File: config.mk
export PLATFORM = sky130hd
export DESIGN_NAME = sgpr_copy_ctrl
export DESIGN_NICKNAME = d
export VERILOG_FILES = /design/src/rtl/sgpr_copy_ctrl.sv
export SDC_FILE = /design/constraint.sdc
export NUM_CORES = 1
export LEC_CHECK = 0
export CORE_AREA = 2 2 72 74
export CTS_BUF_LIST = sky130_fd_sc_hd__clkbuf_16
export DETAILED_ROUTE_END_ITERATION = 12
export DIE_AREA = 0 0 74 76
export PLACE_DENSITY = 0.79
export SETUP_SLACK_MARGIN = 0.5
export SLEW_MARGIN = 0
export SYNTH_ARGS = -nofsm -noshare
export SYNTH_HDL_FRONTEND = slang
export SYNTH_SLANG_ARGS = --single-unit
File: constraint.sdc
create_clock -name clk -period 2.75 [get_ports clk]
set_input_delay 0.4125 -clock clk [delete_from_list [all_inputs] [get_ports clk]]
set_output_delay 0.4125 -clock clk [all_outputs]
set_load 0.03 [all_outputs]
File: src/rtl/sgpr_copy_ctrl.sv
// -----------------------------------------------------------------------------
// sgpr_copy_ctrl
//
// Copies architectural registers FIRST_REG..LAST_REG from a source register
// file into the sgpr write port, one register per cycle. An optional second
// pass reads every register back through sgpr read port B, compares it with
// the source, and records the first mismatching address. This is used to move
// state onto a spare core during recovery.
//
// Ports
//   clk, rst_n      : clock (rising edge) and asynchronous active-low reset
//   start_i         : start a sequence (honoured only while idle)
//   verify_en_i     : captured with start_i; 1 adds the readback/compare pass
//   abort_i         : end the current sequence at the next edge (no done_o)
//   busy_o          : high while copying or verifying
//   done_o          : one-cycle pulse when a sequence completes normally
//   error_o         : sticky mismatch flag, cleared by an accepted start
//   err_addr_o      : address of the first mismatch
//   src_raddr_o     : source register file read address (combinational read)
//   src_rdata_i     : source register file read data
//   dst_waddr_o     : sgpr write address  (waddr_a_i)
//   dst_wdata_o     : sgpr write data     (wdata_a_i)
//   dst_we_o        : sgpr write enable   (we_a_i)
//   dst_raddr_o     : sgpr read address   (raddr_b_i)
//   dst_rdata_i     : sgpr read data      (rdata_b_o, combinational read)
// -----------------------------------------------------------------------------
module sgpr_copy_ctrl #(
  parameter int ADDR_WIDTH = 5,
  parameter int DATA_WIDTH = 32,
  parameter int FIRST_REG  = 1,
  parameter int LAST_REG   = 31
) (
  input  logic                  clk,
  input  logic                  rst_n,
  input  logic                  start_i,
  input  logic                  verify_en_i,
  input  logic                  abort_i,
  output logic                  busy_o,
  output logic                  done_o,
  output logic                  error_o,
  output logic [ADDR_WIDTH-1:0] err_addr_o,
  output logic [ADDR_WIDTH-1:0] src_raddr_o,
  input  logic [DATA_WIDTH-1:0] src_rdata_i,
  output logic [ADDR_WIDTH-1:0] dst_waddr_o,
  output logic [DATA_WIDTH-1:0] dst_wdata_o,
  output logic                  dst_we_o,
  output logic [ADDR_WIDTH-1:0] dst_raddr_o,
  input  logic [DATA_WIDTH-1:0] dst_rdata_i
);

  typedef enum logic [1:0] {
    S_IDLE   = 2'd0,
    S_COPY   = 2'd1,
    S_VERIFY = 2'd2,
    S_DONE   = 2'd3
  } state_t;

  localparam logic [ADDR_WIDTH-1:0] FIRST_A = ADDR_WIDTH'(FIRST_REG);
  localparam logic [ADDR_WIDTH-1:0] LAST_A  = ADDR_WIDTH'(LAST_REG);
  localparam logic [ADDR_WIDTH-1:0] ONE_A   = ADDR_WIDTH'(1);

  state_t                  state_q, state_d;
  logic [ADDR_WIDTH-1:0]   cnt_q, cnt_d;
  logic                    verify_q, verify_d;
  logic                    error_q, error_d;
  logic [ADDR_WIDTH-1:0]   err_addr_q, err_addr_d;
  logic                    busy_q, busy_d;
  logic                    done_q, done_d;

  logic                    last_reg;
  logic                    mismatch;

  assign last_reg = (cnt_q == LAST_A);
  assign mismatch = (src_rdata_i != dst_rdata_i);

  // Next-state logic
  always_comb begin
    state_d    = state_q;
    cnt_d      = cnt_q;
    verify_d   = verify_q;
    error_d    = error_q;
    err_addr_d = err_addr_q;

    case (state_q)
      S_IDLE: begin
        // abort_i wins over start_i so a simultaneous pair leaves us idle
        if (start_i && !abort_i) begin
          state_d    = S_COPY;
          cnt_d      = FIRST_A;
          verify_d   = verify_en_i;
          error_d    = 1'b0;
          err_addr_d = '0;
        end
      end

      S_COPY: begin
        if (abort_i) begin
          // the write presented this cycle still lands at this edge
          state_d = S_IDLE;
          cnt_d   = FIRST_A;
        end else if (last_reg) begin
          state_d = verify_q ? S_VERIFY : S_DONE;
          cnt_d   = FIRST_A;
        end else begin
          cnt_d = cnt_q + ONE_A;
        end
      end

      S_VERIFY: begin
        // only the first mismatch is recorded; the pass keeps running
        if (mismatch && !error_q) begin
          error_d    = 1'b1;
          err_addr_d = cnt_q;
        end
        if (abort_i) begin
          state_d = S_IDLE;
          cnt_d   = FIRST_A;
        end else if (last_reg) begin
          state_d = S_DONE;
          cnt_d   = FIRST_A;
        end else begin
          cnt_d = cnt_q + ONE_A;
        end
      end

      S_DONE: begin
        state_d = S_IDLE;
        cnt_d   = FIRST_A;
      end

      default: begin
        state_d = S_IDLE;
        cnt_d   = FIRST_A;
      end
    endcase

    // status outputs are registered from the next state
    busy_d = (state_d == S_COPY) || (state_d == S_VERIFY);
    done_d = (state_d == S_DONE);
  end

  always_ff @(posedge clk or negedge rst_n) begin
    if (!rst_n) begin
      state_q    <= S_IDLE;
      cnt_q      <= FIRST_A;
      verify_q   <= 1'b0;
      error_q    <= 1'b0;
      err_addr_q <= '0;
      busy_q     <= 1'b0;
      done_q     <= 1'b0;
    end else begin
      state_q    <= state_d;
      cnt_q      <= cnt_d;
      verify_q   <= verify_d;
      error_q    <= error_d;
      err_addr_q <= err_addr_d;
      busy_q     <= busy_d;
      done_q     <= done_d;
    end
  end

  // Register-file port drive: combinational from state and counter so the
  // source read and the sgpr write/read happen in the same cycle.
  always_comb begin
    src_raddr_o = '0;
    dst_waddr_o = '0;
    dst_wdata_o = '0;
    dst_we_o    = 1'b0;
    dst_raddr_o = '0;
    case (state_q)
      S_COPY: begin
        src_raddr_o = cnt_q;
        dst_waddr_o = cnt_q;
        dst_wdata_o = src_rdata_i;
        dst_we_o    = 1'b1;
      end
      S_VERIFY: begin
        src_raddr_o = cnt_q;
        dst_raddr_o = cnt_q;
      end
      default: begin
      end
    endcase
  end

  assign busy_o     = busy_q;
  assign done_o     = done_q;
  assign error_o    = error_q;
  assign err_addr_o = err_addr_q;

endmodule

==> out/qor.yml, run 1 <==
synth_area_per_cell_um2: 8.542
portBuffers: 124
crit_top_cell: "ha_2"
nFillCells: 451
numCtsBuffers: 3
final.setup.tns_ns: 0
reg2regPathDepth: 9
post-route-util_pct: 60.34
sequentialPowerShare_pct: 18.8
antenna_found_initial: 0
rows: 26
cts-root-buf: "clkbuf_16"
num_io_pins: 125
power_density_mw_per_mm2: 532.6
finish.net_count: 391
ctsHoldBuffers: 0
wire_length_of_the_first_global_routing_pass_mm: 8.852
max-slew-margin-rel_pct: 53.31
routabilityCongestion: 0.8612
routed_via_density: 4.721
cap_violations: 0
synth_cell_type_count: 37
finalSetupViolCount: 0
critPathKind: "register to register"
worstSetupStartpointType: "register"
worstPathArrival_ns: 2.33
layout_min_cycle_time_ns: 2.202
reg2reg_setup_slack_ns: 0.55
clock-sinks: 16
finalWirelength_mm: 5.416
report.final.slew_viol_count: 0
n_antenna_cell: 0
post_synth_instance_area_mm2: 0.001580
grt_start_max_net_pins: 26
ys_seq_area_share_pct: 25.42
growth_of_design_area_from_synthesis_to_finish_pct: 87.57
synth_top_flop_cell: "dfrtp_1"
core_region_area_mm2: 0.004912
outcome: "completed"
ir_drop_uv: 442.5
drtAntennaViolNets: 0
hold_viol: 0
swShare_pct: 44.46
critPathRequiredTime_ns: 2.88
layout-drive-gt1-share_pct: 9.265
dieWidth_um: 74
route.vias.total: 1808
timing.critical_path.slowest_cell_delay_ns: 0.38
critPathCapture: "busy_o"
drt-wirelength-per-cell_um: 14.14
worstSkewPairLatency_ns: 0.25
switching_power_w: 0.0007018
power_report.internal_total_w: 0.0008769
cp_max_fo: 4
h-tree-depth: 1
pwr-share-clk_pct: 18.1
clock_skew_ns: 0.003956
dieHeight_um: 76
synthCells: 185
async_flop_share_pct: 100.0
power.share.combinational_pct: 63.1
globalRouteTotalUtil_pct: 20.11
max_clock_freq_mhz: 454.2
synth_edf_count: 0
synth_nets: 262
r2r-end: "busy_o"
worst_path_max_delay_cell: "dfrtp_1"
dpl.cell_count: 376
hp-start: "verify_q"
dp.final_hpwl_mm: 4.565
critical_path.cell_chain: "ha_2 > and3_4 > ha_2 > or2_2 > a311oi_2 > a21oi_2 > nor2_1 > a211oi_2 > ha_1"
holdCritPathClass: "register to register"
clkTransAtPathRegs_ns: 0.05
crit_start: "cnt_q[1]"
clock_tree_from_tritoncts: "built"
hold_slack_ns: 0.5184
drt-initial-drc-count: 35
grt_pass1_vias: 1871
overflow: 0
detailedRoute.firstPassIterationCount: 4
rr_startpoint: "cnt_q[1]"
worst_setup_path_end_kind: "register"
detail_route.drc_violations: 0
yosys_warnings: 0
flop_and_latch_count_out_of_synthesis: 16
worst-slew-pin-transition_ns: 0.6981
deepest_clock_path_buffer_count: 2
part_of_the_cycle_the_worst_path_needs_pct: 80.06
power.static_leakage_nw: 1.308
dieArea_mm2: 0.005624
rsz_0062_raised_after_global_routing: "true"
effective_utilization_at_floorplan_pct: 32.17
non_filler_cells_in_the_finished_layout: 383
-- metal layers --
layer,up-vias,GRT usage [%],wire length [um]
li1,891,-,-
met1,847,22.14,2087
met2,57,35.63,2880
met3,13,4.894,310
met4,0,8.545,138
met5,-,0,0
-- synth_stat cells, drive strengths merged (2+ instances only) --
| cell type | n | area share (%) |
|---|---|---|
| mux2i | 2 | 1.5 |
| and2 | 49 | 20 |
| buf | 2 | 0.63 |
| nor4 | 2 | 1.6 |
| or4b | 5 | 3.2 |
| o21ai | 2 | 0.63 |
| a21oi | 3 | 0.95 |
| nand2 | 19 | 4.5 |
| xnor2 | 32 | 18 |
| nor2 | 5 | 1.3 |
| a311oi | 2 | 1.1 |
| clkbuf | 4 | 0.95 |
| ha | 8 | 6.3 |
| nand4 | 8 | 3.2 |
| dfrtp | 15 | 24 |
| nand3b | 2 | 0.95 |
| o211ai | 5 | 2.4 |
| o31ai | 2 | 0.95 |
| nand3 | 2 | 0.63 |
| inv | 4 | 0.95 |
-- per-stage QoR --
step,total power [W],area [um^2],worst slack (ns)
floorplan,0.0008992,1580,0.5920
global placement,0.001349,2907,0.5071
detailed placement,0.001363,2907,0.3934
CTS,0.001583,2958,0.5089
global route,0.001678,2964,0.4464
finish,0.001579,2964,0.5483
-- state kept, by name (all words and copies together), names as in the netlist --
name,cells
error_o,1
busy_o,1
verify_q,1
state_q,2
done_o,1
err_addr_o,5
cnt_q,5
-- cell families (layout without fill, tap and decap cells) --
| family | count (synthesis) | after routing | synth area share (%) |
|---|---|---|---|
| AOI/OAI and AO/OA | 19 | 19 | 8.869 |
| xor gates and xnor gates | 32 | 32 | 17.74 |
| adders and majority gates | 8 | 8 | 6.334 |
| buffers and inverters | 10 | 138 | 2.533 |
| DFF | 16 | 16 | 25.42 |
| muxes | 3 | 3 | 2.217 |
| and+or+nand+nor | 97 | 97 | 36.90 |
-- power by group through the flow --
| stage | Sequential [W] | Combinational, W | Clock, W |
|---|---|---|---|
| floorplan | 0.000311 | 0.000588 | 0 |
| finish | 0.000296 | 0.000996 | 0.000286 |
| global placement | 0.000305 | 0.00104 | 0 |
| detailed placement | 0.000310 | 0.00105 | 0 |
| global route | 0.000300 | 0.00108 | 0.000302 |
| CTS | 0.000296 | 0.000995 | 0.000292 |
-- final cells by class --
type | count | area, um^2 | share of cell area, %
clock buffers | 3 | 75.07 | 2.533
multi-input cells | 159 | 1164 | 39.26
clock inverters | 1 | 3.754 | 0.1266
flip-flops and latches | 16 | 401.6 | 13.55
inverters | 4 | 15.01 | 0.5065
well taps | 70 | 87.58 | 2.955
repair buffers | 130 | 1217 | 41.07
-- worst max-delay path, delay by kind of cell (launching register included) --
family | cells | cell delay, ns
AND/OR/NAND/NOR | 3 | 0.62
adder cells (fa/ha/maj) | 3 | 0.67
AO/OA/AOI/OAI | 3 | 0.40
flip-flops | 1 | 0.38
-- placed cells by master (no fill, tap or decap), types with 3 or more instances in the layout --
master            n
clkdlybuf4s50_1  76
nand4_1           8
and2_1           47
buf_4             6
o211ai_1          5
xnor2_1          32
clkbuf_16         3
clkbuf_2          3
ha_1              6
nand2_1          19
dfrtp_1          15
dlygate4sd2_1    43
nor2_1            4
inv_1             3
or4b_1            5
-- worst min path at each step --
stage                     endpoint  slack, ns  cells past startpoint
after detailed placement  verify_q       0.51                      1
final                     verify_q       0.52                      1
after CTS                 verify_q       0.52                      1
after global placement    verify_q       0.50                      1
after global routing      verify_q       0.53                      1
after floorplan             busy_o       0.12                      0
-- timing repair --
action	4_1_cts	5_1_grt
buffers inserted	3	0
gates resized for setup	51	11
pin swaps	3	3
cloned	0	0
endpoints found under the setup margin	50	7
Note: power is estimated with default switching activity, not from simulation.
==> run 2: changes to the inputs <==
CORE_AREA = 2 2 76 78   (was 2 2 72 74)
DIE_AREA = 0 0 78 80   (was 0 0 74 76)
PLACE_DENSITY = 0.74   (was 0.79)
clock period = 1.85 ns   (was 2.75 ns; I/O delays follow)
==> run 2 against run 1 <==
Effect of this change:
- sequential share of layout area is 2.9 points lower
- die area increased by 11%
- first-iteration DRC count up 120%
- total power rose by 130%
- global-route usage increased by 0.78 points
- the run now ends with negative setup slack left
==> out/qor.yml, run 2 (synthesis gave the netlist of run 1 again) <==
outcome: "finished, violations left"
failing_checks: "negative setup slack"
worstSkewPairLatency_ns: 0.25  # about the same
dpl.cell_count: 393  # +4.5%
cts-root-buf: "clkbuf_16"
m1WireLength_mm: 2.535  # +21%
growth_of_design_area_from_synthesis_to_finish_pct: 139.3
switching_power_w: 0.001364  # +94%
portBuffers: 124  # unchanged
dieHeight_um: 80  # +5.3%
detail_route.drc_violations: 0  # unchanged
crit_start: "cnt_q[0]"
layout-drive-gt1-share_pct: 64.31  # +55 points
swShare_pct: 38.13  # -6.3 points
critPathKind: "register to register"
dieArea_mm2: 0.006240  # +11%
part_of_the_cycle_the_worst_path_needs_pct: 109.7  # +30 points
routed_via_density: 4.696  # -0.51%
power_report.internal_total_w: 0.002212  # +150%
cp_max_fo: 3  # -1
effective_utilization_at_floorplan_pct: 29.24  # -2.9 points
reg2regPathDepth: 9  # unchanged
dp.final_hpwl_mm: 4.489  # -1.7%
finish.net_count: 431  # +10%
num_io_pins: 125  # unchanged
rows: 27  # +3.8%
pwr-share-clk_pct: 12.0  # -6.1 points
timing.critical_path.slowest_cell_delay_ns: 0.54  # +0.16 ns
max_clock_freq_mhz: 492.9  # +8.5%
detailroute.wirelength.met3_um: 319  # +2.9%
numCtsBuffers: 3  # unchanged
worst-slew-pin-transition_ns: 0.3110  # -0.3871 ns
clock_tree_from_tritoncts: "built"
reg2reg_setup_slack_ns: -0.18  # -0.73 ns
worst_setup_path_end_kind: "register"
hold_viol: 0  # unchanged
critPathRequiredTime_ns: 1.99  # -0.89 ns
overflow: 0  # unchanged
drt-initial-drc-count: 77  # +120%
ctsHoldBuffers: 0  # unchanged
wire_length_of_the_first_global_routing_pass_mm: 10.22  # +15%
finalWirelength_mm: 6.685  # +23%
critical_path.cell_chain: "ha_4 > and3_4 > ha_4 > or2_4 > a311oi_2 > a21oi_1 > nor2_1 > a211oi_2 > ha_2"
crit_top_cell: "ha_4"
h-tree-depth: 1  # unchanged
n_antenna_cell: 0  # unchanged
worst_path_max_delay_cell: "dfstp_2"
sequentialPowerShare_pct: 12.4  # -6.4 points
deepest_clock_path_buffer_count: 2  # unchanged
mostFrequentLayoutCells: "67 x buf_6, 49 x and2_4, 32 x clkbuf_2"
routed.top_layer: "met4"
ir_drop_uv: 540.6  # +22%
globalRouteTotalUtil_pct: 20.89  # +0.78 points
drt-wirelength-per-cell_um: 15.73  # +11%
dieWidth_um: 78  # +5.4%
max-slew-margin-rel_pct: 79.13  # +26 points
grt_pass1_vias: 1932  # +3.3%
power.share.combinational_pct: 75.7  # +13 points
route.vias.total: 1996  # +10%
cap_violations: 0  # unchanged
cp_top_family: "adder cells"
core_region_area_mm2: 0.005405  # +10%
clock-sinks: 16  # unchanged
worstPathArrival_ns: 2.16  # -0.17 ns
clkTransAtPathRegs_ns: 0.05  # about the same
layout_min_cycle_time_ns: 2.029  # -0.1729 ns
rr_startpoint: "cnt_q[0]"
layout_setup_ws_ns: -0.1789  # -0.7271 ns
non_filler_cells_in_the_finished_layout: 425  # +11%
wl_met2_mm: 3.728  # +29%
finalSetupViolCount: 2  # +2
worstSetupStartpointType: "register"
routabilityCongestion: 0.8070  # -6.3%
detailedRoute.firstPassIterationCount: 6  # +2
report.power.total_w: 0.003576  # +130%
dp_worst_setup_slack_ns: -0.1979  # -0.5913 ns
post-route-util_pct: 69.95  # +9.6 points
antenna_found_initial: 0  # unchanged
critical_path_cell_count: 9  # unchanged
clock_skew_ns: 0.001957  # -0.001999 ns
r2r-end: "busy_o"
drtAntennaViolNets: 0  # unchanged
rsz_0062_raised_after_global_routing: "true"
power_density_mw_per_mm2: 945.7  # +78%
holdCritPathClass: "primary input to asynchronous set/reset pin"
crit_buf_inv: 0  # unchanged
hold_slack_ns: 0.3432  # -0.1752 ns
report.final.slew_viol_count: 0  # unchanged
critPathCapture: "busy_o"
grt_start_max_net_pins: 17  # -35%
final_common_cell: "buf_6"
power.static_leakage_nw: 1.770  # +35%
## run 2: changes by cell type in the layout (fill, tap and decap cells not counted), sizes merged
cell / previous run / this run
clkbuf: 6 / 35
dlymetal6s2s: 0 / 1
clkdlybuf4s15: 2 / 17
dlygate4sd2: 43 / 18
buf: 6 / 99
clkdlybuf4s50: 76 / 3
## run 2: worst reg2reg max path: cells and delay by family, from the launching register on
kind | cells | cell delay, ns
compound gates | 3 | 0.41
fa+ha+maj | 3 | 0.59
flops | 1 | 0.54
simple gates | 3 | 0.38
## run 2: metal layers
layer / track usage [%] / vias up
li1: - / 973
met4: 4.211 / 0
met5: 0 / -
met2: 40.17 / 61
met3: 4.525 / 9
met1: 23.59 / 953
## run 2: power groups by stage
stage / Sequential [W] / Clock [W] / Combinational (W)
2_1_floorplan: 0.000472 / 0 / 0.000954
3_3_place_gp: 0.000442 / 0 / 0.00165
3_5_place_dp: 0.000440 / 0 / 0.00166
4_1_cts: 0.000439 / 0.000432 / 0.00258
5_1_grt: 0.000449 / 0.000460 / 0.00286
6_report: 0.000442 / 0.000428 / 0.00271
## run 2: how the worst min path moves through the flow
stage                  start             to  slack (ns)
3_3_place_gp   err_addr_o[4]  err_addr_o[4]        0.50
2_1_floorplan          rst_n         busy_o       -0.02
3_5_place_dp   err_addr_o[4]  err_addr_o[4]        0.52
5_1_grt                rst_n       cnt_q[1]        0.37
4_1_cts                rst_n       cnt_q[1]        0.36
6_report               rst_n       cnt_q[1]        0.34
## run 2: stage by stage
step                      setup TNS [ns]  area (um^2)
after floorplan                  -0.2226         1699
after global placement            -1.230         3017
after detailed placement          -1.328         3017
after CTS                        -0.2120         3704
after global routing             -0.3969         3781
final                            -0.2326         3781
## run 2: final cells by class
cell class	instances	area, um^2
repair buffers	170	1692
fillers	386	1624
inverters	4	15.01
flip-flops and latches	16	402.9
clock buffers	3	75.07
well taps	72	90.09
clock inverters	1	3.754
multi-input cells	159	1503
## run 2: repair_timing
action                                  4_1_cts  5_1_grt
endpoints found under the setup margin       70       66
gates cloned                                  5        0
pin swaps                                    59       46
gates resized for setup                     225      107
setup buffers                                16        7
